### config.mk
export PLATFORM = sky130hd
export DESIGN_NAME = regfile_write_arbiter
export DESIGN_NICKNAME = d
export VERILOG_FILES = /design/src/rtl/regfile_write_arbiter.sv
export SDC_FILE = /design/constraint.sdc
export NUM_CORES = 1
export LEC_CHECK = 0
export BUFFER_PORTS_ARGS = -buffer_cell sky130_fd_sc_hd__buf_2
export CORE_UTILIZATION = 29
export DETAILED_ROUTE_END_ITERATION = 12
export PLACE_DENSITY = 0.65
export SLEW_MARGIN = 5
export SYNTH_ARGS = -nofsm -noshare
export SYNTH_HDL_FRONTEND = slang
export SYNTH_SLANG_ARGS = --single-unit
### constraint.sdc
create_clock -name clk -period 3.3 [get_ports clk]
set_clock_uncertainty 0.05 [all_clocks]
set_input_delay 0.165 -clock clk [delete_from_list [all_inputs] [get_ports clk]]
set_output_delay 0.165 -clock clk [all_outputs]
set_load 0.02 [all_outputs]
### src/rtl/regfile_write_arbiter.sv
// Round-robin arbiter in front of the single register-file write port.
// Clients request writes with a valid/ready handshake; one winner per cycle
// is forwarded to the registered write port one cycle after acceptance.
// A clear request walks every register address writing zero, during which
// no client is accepted and the round-robin pointer is left untouched.
module regfile_write_arbiter #(
  parameter int Bit_Width        = 16,
  parameter int Number_Registers = 8,
  parameter int Register_Select  = 3,
  parameter int Num_Requesters   = 4,
  localparam int GW = (Num_Requesters > 1) ? $clog2(Num_Requesters) : 1
) (
  input  logic                                  clk,
  input  logic                                  rst_n,
  input  logic [Num_Requesters-1:0]             Req_Valid,
  output logic [Num_Requesters-1:0]             Req_Ready,
  input  logic [Num_Requesters*Register_Select-1:0] Req_Dest,
  input  logic [Num_Requesters*Bit_Width-1:0]   Req_Data,
  input  logic                                  Clear_Start,
  output logic                                  Clear_Busy,
  output logic                                  Clear_Done,
  output logic                                  Write_Enable,
  output logic [Register_Select-1:0]            Write_Destination,
  output logic [Bit_Width-1:0]                  Data_Destination,
  output logic [GW-1:0]                         Grant_Id
);

  typedef enum logic [0:0] {
    ST_ARB   = 1'b0,
    ST_CLEAR = 1'b1
  } state_t;

  state_t                     state_q, state_d;
  logic [GW-1:0]              ptr_q, ptr_d;
  logic [Register_Select-1:0] cnt_q, cnt_d;
  logic                       we_q, we_d;
  logic [Register_Select-1:0] dest_q, dest_d;
  logic [Bit_Width-1:0]       data_q, data_d;
  logic [GW-1:0]              gid_q, gid_d;
  logic                       done_q, done_d;

  logic                       found_s;
  logic [GW-1:0]              winner_s;
  logic [Num_Requesters-1:0]  ready_s;
  logic                       grant_s;

  logic [Register_Select-1:0] dest_arr_s [Num_Requesters];
  logic [Bit_Width-1:0]       data_arr_s [Num_Requesters];

  // Client index that follows v, wrapping at the last client (handles non power-of-two counts).
  function automatic logic [GW-1:0] wrap_inc(input logic [GW-1:0] v);
    logic [GW-1:0] r;
    if (v == GW'(Num_Requesters - 1)) begin
      r = '0;
    end else begin
      r = v + GW'(1);
    end
    return r;
  endfunction

  // Client index located off positions after base, wrapping around the client count.
  function automatic logic [GW-1:0] idx_at(input logic [GW-1:0] base, input int off);
    int s;
    s = int'(base) + off;
    if (s >= Num_Requesters) begin
      s = s - Num_Requesters;
    end else begin
      s = s;
    end
    return GW'(s);
  endfunction

  // Unpack the flat per-client payload buses into indexable arrays.
  for (genvar g = 0; g < Num_Requesters; g++) begin : g_unpack
    assign dest_arr_s[g] = Req_Dest[g*Register_Select +: Register_Select];
    assign data_arr_s[g] = Req_Data[g*Bit_Width +: Bit_Width];
  end

  // Round-robin search: first valid client starting at the pointer.
  always_comb begin
    found_s  = 1'b0;
    winner_s = '0;
    for (int off = 0; off < Num_Requesters; off++) begin
      if (!found_s && Req_Valid[idx_at(ptr_q, off)]) begin
        found_s  = 1'b1;
        winner_s = idx_at(ptr_q, off);
      end else begin
        found_s  = found_s;
      end
    end
  end

  // Ready is one-hot to the winner only in ARB when no clear is being requested.
  always_comb begin
    ready_s = '0;
    if (state_q == ST_ARB && !Clear_Start && found_s) begin
      ready_s[winner_s] = 1'b1;
    end else begin
      ready_s = '0;
    end
  end

  assign grant_s   = |(ready_s & Req_Valid);
  assign Req_Ready = ready_s;

  // Next-state logic: client grants in ARB, address walk writing zeros in CLEAR.
  always_comb begin
    state_d = state_q;
    ptr_d   = ptr_q;
    cnt_d   = cnt_q;
    we_d    = 1'b0;
    dest_d  = dest_q;
    data_d  = data_q;
    gid_d   = gid_q;
    done_d  = 1'b0;
    case (state_q)
      ST_ARB: begin
        if (Clear_Start) begin
          state_d = ST_CLEAR;
          cnt_d   = '0;
        end else if (grant_s) begin
          we_d   = 1'b1;
          dest_d = dest_arr_s[winner_s];
          data_d = data_arr_s[winner_s];
          gid_d  = winner_s;
          ptr_d  = wrap_inc(winner_s);
        end else begin
          we_d = 1'b0;
        end
      end
      ST_CLEAR: begin
        we_d   = 1'b1;
        dest_d = cnt_q;
        data_d = '0;
        if (cnt_q == Register_Select'(Number_Registers - 1)) begin
          state_d = ST_ARB;
          cnt_d   = '0;
          done_d  = 1'b1;
        end else begin
          cnt_d = cnt_q + Register_Select'(1);
        end
      end
      default: begin
        state_d = ST_ARB;
        cnt_d   = '0;
      end
    endcase
  end

  // State and write-port registers; reset aborts any clear in progress.
  always_ff @(posedge clk or negedge rst_n) begin
    if (!rst_n) begin
      state_q <= ST_ARB;
      ptr_q   <= '0;
      cnt_q   <= '0;
      we_q    <= 1'b0;
      dest_q  <= '0;
      data_q  <= '0;
      gid_q   <= '0;
      done_q  <= 1'b0;
    end else begin
      state_q <= state_d;
      ptr_q   <= ptr_d;
      cnt_q   <= cnt_d;
      we_q    <= we_d;
      dest_q  <= dest_d;
      data_q  <= data_d;
      gid_q   <= gid_d;
      done_q  <= done_d;
    end
  end

  assign Write_Enable      = we_q;
  assign Write_Destination = dest_q;
  assign Data_Destination  = data_q;
  assign Grant_Id          = gid_q;
  assign Clear_Done        = done_q;
  assign Clear_Busy        = (state_q == ST_CLEAR);

endmodule

==> metrics.md, run 1 <==
| Metric | Value |
|---|---|
| Status | finished, final reports clean |
| Top delay family on crit path | simple AND/OR/NAND/NOR gates |
| Tot GR Track Use | 16.93% |
| DRT antenna net count | 0 |
| Crit end category | flip-flop |
| Max FO, Critical Path | 18 |
| RSZ-0062 raised after global routing | no |
| Critical path required time | 3.47 ns |
| Area grow syn2layout | 37.89% |
| Tmin final | 2.771 ns |
| Vias in the first global route | 2,014 |
| PortBufs | 110 |
| Core area | 6459 um^2 |
| Delay of the slowest cell on the worst path | 0.46 ns |
| Ant diodes | 0 |
| Syn avg cell area | 8.141 um^2 |
| Max VDD drop | 0.0003048 V |
| Share of cells above drive strength 1 | 38.75% |
| Synthesized flop and latch total | 29 |
| CP cell instances | nor2b_1 -> nor2_1 -> o32ai_2 -> inv_2 -> ha_1 -> a22o_1 -> nor3_1 -> o22ai_4 -> buf_4 -> nor3b_1 -> a31o_1 |
| DIE WIDTH | 84.59 um |
| Synth Cell Area | 1978 um^2 |
| Startpoint Class | flip-flop |
| Post-synth cell types | 35 |
| Final GP Congestion | 0.7476 |
| Die area | 7155 um^2 |
| Psw | 0.9215 mW |
| CP startpoint | ptr_q[0] |
| Final Slew Violations | 0 |
| Max cap viols | 0 |
| YS warnings | 0 |
| Initial antenna violation count | 0 |
| Clock power share | 18.6% |
| Hold Path Class | input pin to flip-flop |
| Most frequent cells in the layout | buf_2 (110), nand2_1 (69), nand3_1 (32), dfrtp_1 (29), nor3b_1 (17) |
| Hold Path Stages | 4 |
| Sequential element share of the synthesized area | 36.69% |
| Most common library cell in the layout ignoring fill and taps | buf_2 |
| Overflow after GRT | 0 |
| Clock tree buffer depth | 2 |
| Syn Nets | 329 |
| Critical path type | flip-flop to flip-flop |
| DRT Wirelength | 5933 um |
| Cells after synthesis | 243 |
| Top sig layer | met4 |
| Met3 wire len | 331 um |
| Clk_lat worst skew | 0.28 ns |
| Clock Sink Count | 29 |
| Rows | 29 |
| # IOs | 111 |
| Number of buffers created by CTS | 5 |
| Cts repair resizes | 0 |
| Slowest library cell on the worst path | dfrtp_1 |
| CP Depth | 11 |
| Fin. Hold Viols | 0 |
| Die Ht | 84.59 um |
| Detailed Route Iter0 Violations | 100 |
| Fmax | 360.9 MHz |
| Post-Route M1 WL | 2646 um |
| Hold Startpoint | Req_Data[32] |
| Switching share of total power | 44.39% |
| Clk root buf | clkbuf_8 |
| Internal power | 1.154 mW |
| Initial Util | 30.63% |
| FF-to-FF path depth | 11 |
| Worst path buffer plus inverter count | 2 |
| Vias per cell | 4.923 |
| Crit path arrival time | 2.94 ns |
| Combinational share of power | 54.6% |
| Clock transition at path regs | 0.07 ns |
| Final setup viols | 0 |
| Pwr Density | 761.1 nW/um^2 |
| Crit Reg-Reg Startpoint | ptr_q[0] |
| DR pass1 iterations | 6 |
| First-pass GRT wire length | 9618 um |
| WL/cell | 13.86 um |
| Design Power | 2.076 mW |
| CTS H-tree depth | 2 |
| Leakage | 1.410 nW |
| TritonCTS clock tree | done |
| Final Cycle Share | 83.96% |
| Total Nets Final | 436 |
| Reg power frac | 26.7% |
| Largest net degree at the start of global routing | 39 |
| DR vias | 2,107 |
| Worst Max-Slew Pin Slew | 0.6790 ns |
| Slew headroom | 54.73% |
| # DRC | 0 |
| Dpl hpwl | 4347 um |
| Met2 WL | 2883 um |
| Sum Neg Setup Slack | 0 ns |
==> worst reg2reg max path, stage by stage, from the launching register on <==
cell and delay (ns):
dfrtp_1 0.46, nor2b_1 0.27, nor2_1 0.09, o32ai_2 0.20, inv_2 0.06, ha_1 0.22, a22o_1 0.24, nor3_1 0.26
o22ai_4 0.22, buf_4 0.28, nor3b_1 0.23, a31o_1 0.13
==> power groups by stage <==
stage | Sequential (mW) | Combinational (mW) | Clock (mW)
after CTS | 0.555 | 1.15 | 0.396
after global routing | 0.572 | 1.26 | 0.408
after detailed placement | 0.561 | 1.14 | 0
after global placement | 0.558 | 1.12 | 0
final | 0.555 | 1.13 | 0.387
after floorplan | 0.653 | 0.710 | 0
==> cells in the mapped netlist <==
master	count	area, um^2
a2111oi_4	1	27.53
ha_1	3	37.54
o21ai_2	1	8.760
nor3b_1	17	127.6
mux2_2	3	33.78
and4b_1	1	10.01
dfrtp_1	29	725.7
o41ai_2	1	16.27
nor2b_1	2	12.51
buf_4	1	7.510
a21oi_1	3	15.01
mux2i_1	5	50.05
a221o_1	1	10.01
buf_1	3	11.26
a211oi_1	4	30.03
nand3_1	32	160.2
a22oi_1	2	15.01
o32ai_2	1	16.27
a21o_1	2	15.01
o21ai_1	2	10.01
clkbuf_1	6	22.52
nand2_1	69	259.0
o22ai_4	1	20.02
a21boi_0	1	7.510
nor3_1	1	5.000
a22o_1	4	35.03
or2_2	1	6.260
and2_1	1	6.260
inv_1	2	7.510
inv_2	2	7.510
a31o_1	16	140.1
nor2_1	10	37.54
nor2_2	1	6.260
buf_2	8	40.04
nand2b_1	6	37.54
==> what timing repair did <==
item / CTS / global route
hold buffers: 1 / 0
hold endpoints to repair: 29 / 0
setup buffers: 0 / 0
==> routing by layer <==
metal / track usage, % / up-vias
li1: - / 1068
met1: 20.73 / 957
met2: 29.86 / 74
met3: 3.540 / 8
met4: 5.085 / 0
met5: 0 / -
==> cell families after synthesis <==
kind of cell	synth area share [%]
DFF	36.69
adders and majority gates	1.898
and+or+nand+nor	33.78
AOI/OAI and AO/OA	18.53
muxes	4.238
buffers and inverters	4.871
==> registers in the layout, indices dropped and copies added (netlist names) <==
| signal | flops |
|---|---|
| Clear_Busy | 1 |
| Data_Destination | 16 |
| Write_Enable | 1 |
| Clear_Done | 1 |
| cnt_q | 3 |
| ptr_q | 2 |
| Write_Destination | 3 |
| Grant_Id | 2 |
==> layout make-up <==
type,count,area (um^2)
timing repair buffer,118,613.1
tap,77,96.34
multi-input combinational,192,1161
sequential,29,725.7
fill,670,3731
clock inverter,1,30.03
clock buffer,7,86.33
inverter,4,15.01
==> metrics by stage <==
step	setup WS, ns	cell area, um^2	util [%]	cells	hold WS [ns]
floorplan	0.6284	1978	-	243	-0.1806
global placement	0.6566	2601	40.28	419	0.1897
detailed placement	0.5778	2601	40.28	419	0.1973
CTS	0.5691	2728	42.23	428	0.1762
global route	0.3612	2728	42.23	428	0.1888
finish	0.5292	2728	42.23	428	0.1794
==> final timing paths <==
path	endpoint	slack (ns)
min reg2reg	Grant_Id[0]	0.46
max in group asynchronous	ptr_q[1]	2.34
max reg2reg	Data_Destination[1]	0.53
min in group asynchronous	Clear_Busy	0.42
max	Data_Destination[1]	0.53
min	Data_Destination[0]	0.18
Power figures use the tool's default switching activity.
==> run 2, diff against run 1 <==
==> constraint.sdc (replaced) <==
create_clock -name clk -period 2.8 [get_ports clk]
set_clock_uncertainty 0.05 [all_clocks]
set_input_delay 0.14 -clock clk [delete_from_list [all_inputs] [get_ports clk]]
set_output_delay 0.14 -clock clk [all_outputs]
set_load 0.02 [all_outputs]
==> run 2 against run 1 <==
Effect of this change: clock power fell by 14%; first-iteration DRC count down 11%; die area unchanged; via count down 1.1%; non-clock buffer count unchanged; count of clock-buffer cells in the layout shrank 1; register-to-register slack lost 0.27 ns; critical path depth did not move; sequential power grew 17%; setup slack worse by 0.27 ns; sequential cell count did not move; critical endpoint is now Data_Destination[11].
==> metrics.md, run 2 (synthesized netlist as in run 1, its figures left out) <==
| Metric | Value |
|---|---|
| Status | finished, final reports clean |
| Final setup margin | 0.2543 ns |
| Startpoint Class | flip-flop |
| Fin. Hold Viols | 0 |
| Leakage | 1.399 nW |
| Pwr Density | 854.6 nW/um^2 |
| CP cell instances | nor2b_1 -> nor2_1 -> o32ai_2 -> inv_2 -> ha_1 -> a22o_1 -> nor3_1 -> o22ai_4 -> buf_4 -> nor3b_1 -> a31o_1 |
| Top delay family on crit path | simple AND/OR/NAND/NOR gates |
| Clk_lat worst skew | 0.28 ns |
| DR vias | 2,084 |
| Hold Path Class | input pin to flip-flop |
| Hold endpoint | Data_Destination[1] |
| Hold Path Stages | 4 |
| Dpl hpwl | 4217 um |
| Overflow after GRT | 0 |
| Multi-input combinational cell area | 1161 um^2 |
| Final Util | 41.90% |
| Number of buffers created by CTS | 5 |
| DRT Wirelength | 5705 um |
| Initial antenna violation count | 0 |
| Clock Sink Count | 29 |
| WL/cell | 13.33 um |
| PortBufs | 110 |
| First-pass GRT wire length | 9439 um |
| TritonCTS clock tree | done |
| Max FO, Critical Path | 13 |
| Worst slack, placed | 0.2668 ns |
| FF-to-FF path depth | 11 |
| FILL cells | 695 |
| Final GP Congestion | 0.9070 |
| Clk root buf | clkbuf_8 |
| Fmax | 392.8 MHz |
| Most common library cell in the layout ignoring fill and taps | buf_2 |
| Tmin final | 2.546 ns |
| Seq. cell area | 725.7 um^2 |
| Final setup viols | 0 |
| CP startpoint | ptr_q[0] |
| CTS H-tree depth | 2 |
| Final Cycle Share | 90.92% |
| R2R Path End | Data_Destination[11] |
| Worst path buffer plus inverter count | 2 |
| Die area | 7155 um^2 |
| Sum Neg Setup Slack | 0 ns |
| Detailed Route Iter0 Violations | 89 |
| Clock tree buffer depth | 2 |
| # DRC | 0 |
| Vias per cell | 4.869 |
| DR pass1 iterations | 6 |
| Total Nets Final | 436 |
| Crit end category | flip-flop |
| Area grow syn2layout | 36.81% |
| Critical path type | flip-flop to flip-flop |
| Delay of the slowest cell on the worst path | 0.44 ns |
| Largest net degree at the start of global routing | 39 |
| DIE WIDTH | 84.59 um |
| Crit Reg-Reg Startpoint | ptr_q[0] |
| Hold Startpoint | Req_Data[1] |
| Rows | 29 |
| Tot GR Track Use | 16.55% |
| Ant diodes | 0 |
| Core area | 6459 um^2 |
| Share of cells above drive strength 1 | 38.75% |
| Initial Util | 30.63% |
| RSZ-0062 raised after global routing | no |
| # IOs | 111 |
| Slew headroom | 55.39% |
| Vias in the first global route | 2,031 |
| Final Slew Violations | 0 |
| Max VDD drop | 0.0003436 V |
| Crit path arrival time | 2.71 ns |
| Max cap viols | 0 |
| Most frequent cells in the layout | buf_2 (110), nand2_1 (69), nand3_1 (32), dfrtp_1 (29), nor3b_1 (17) |
| DRT antenna net count | 0 |
| Critical path required time | 2.97 ns |
| Clock transition at path regs | 0.07 ns |
| Slowest library cell on the worst path | dfrtp_1 |
| Max reg flops | 16 |
| Worst Max-Slew Pin Slew | 0.6692 ns |
| Die Ht | 84.59 um |
| Flop-to-flop setup slack | 0.25 ns |
==> run 2: timing repair <==
item                                   4_1_cts  5_1_grt
hold buffers                                 1        0
endpoints found under the hold margin       29        0
resized for setup                            0        0
buffers inserted                             0        0
==> run 2: worst reg2reg max path, cell delays in order (launching register included) <==
cell and delay [ns]:
dfrtp_1 0.44, nor2b_1 0.27, nor2_1 0.09, o32ai_2 0.17, inv_2 0.07, ha_1 0.21, a22o_1 0.23, nor3_1 0.27
o22ai_4 0.14, buf_4 0.22, nor3b_1 0.21, a31o_1 0.13
==> run 2: worst max path at each step <==
stage                     cells after the start              endpoint
after global routing                         11  Data_Destination[15]
after global placement                       10  Write_Destination[0]
after floorplan                              11  Write_Destination[0]
after detailed placement                     11  Write_Destination[0]
after CTS                                    10              ptr_q[1]
final                                        11  Data_Destination[11]
==> run 2: power by group <==
| part | total [mW] | switching [mW] | leakage, nW | internal, mW |
|---|---|---|---|---|
| clock | 0.333 | 0.161 | 0.0450 | 0.172 |
| combinational | 1.33 | 0.808 | 0.980 | 0.524 |
| sequential | 0.648 | 0.0913 | 0.375 | 0.557 |
| total | 2.31 | 1.06 | 1.40 | 1.25 |
==> run 2: layout make-up <==
| cell class | instances | share of cell area, % |
|---|---|---|
| clock buffer | 6 | 2.681 |
| tap | 77 | 3.560 |
| inverter | 4 | 0.5548 |
| sequential | 29 | 26.81 |
| multi-input combinational | 192 | 42.90 |
| clock inverter | 2 | 0.3699 |
| timing repair buffer | 118 | 23.12 |
==> run 2: through the flow <==
step / power, mW / cell area [um^2] / hold slack, ns / instances
2_1_floorplan: 1.606 / 1978 / -0.2056 / 243
3_3_place_gp: 1.986 / 2614 / 0.1610 / 419
3_5_place_dp: 2.013 / 2614 / 0.1671 / 419
4_1_cts: 2.358 / 2706 / 0.1480 / 428
5_1_grt: 2.528 / 2706 / 0.1669 / 428
6_report: 2.313 / 2706 / 0.1564 / 428
==> run 2: routing by layer <==
| metal | GRT usage (%) | wire length, um | up-vias |
|---|---|---|---|
| met5 | 0 | 0 | - |
| li1 | - | - | 1065 |
| met4 | 4.931 | 58 | 0 |
| met1 | 20.49 | 2599 | 941 |
| met3 | 3.638 | 297 | 6 |
| met2 | 28.82 | 2750 | 72 |
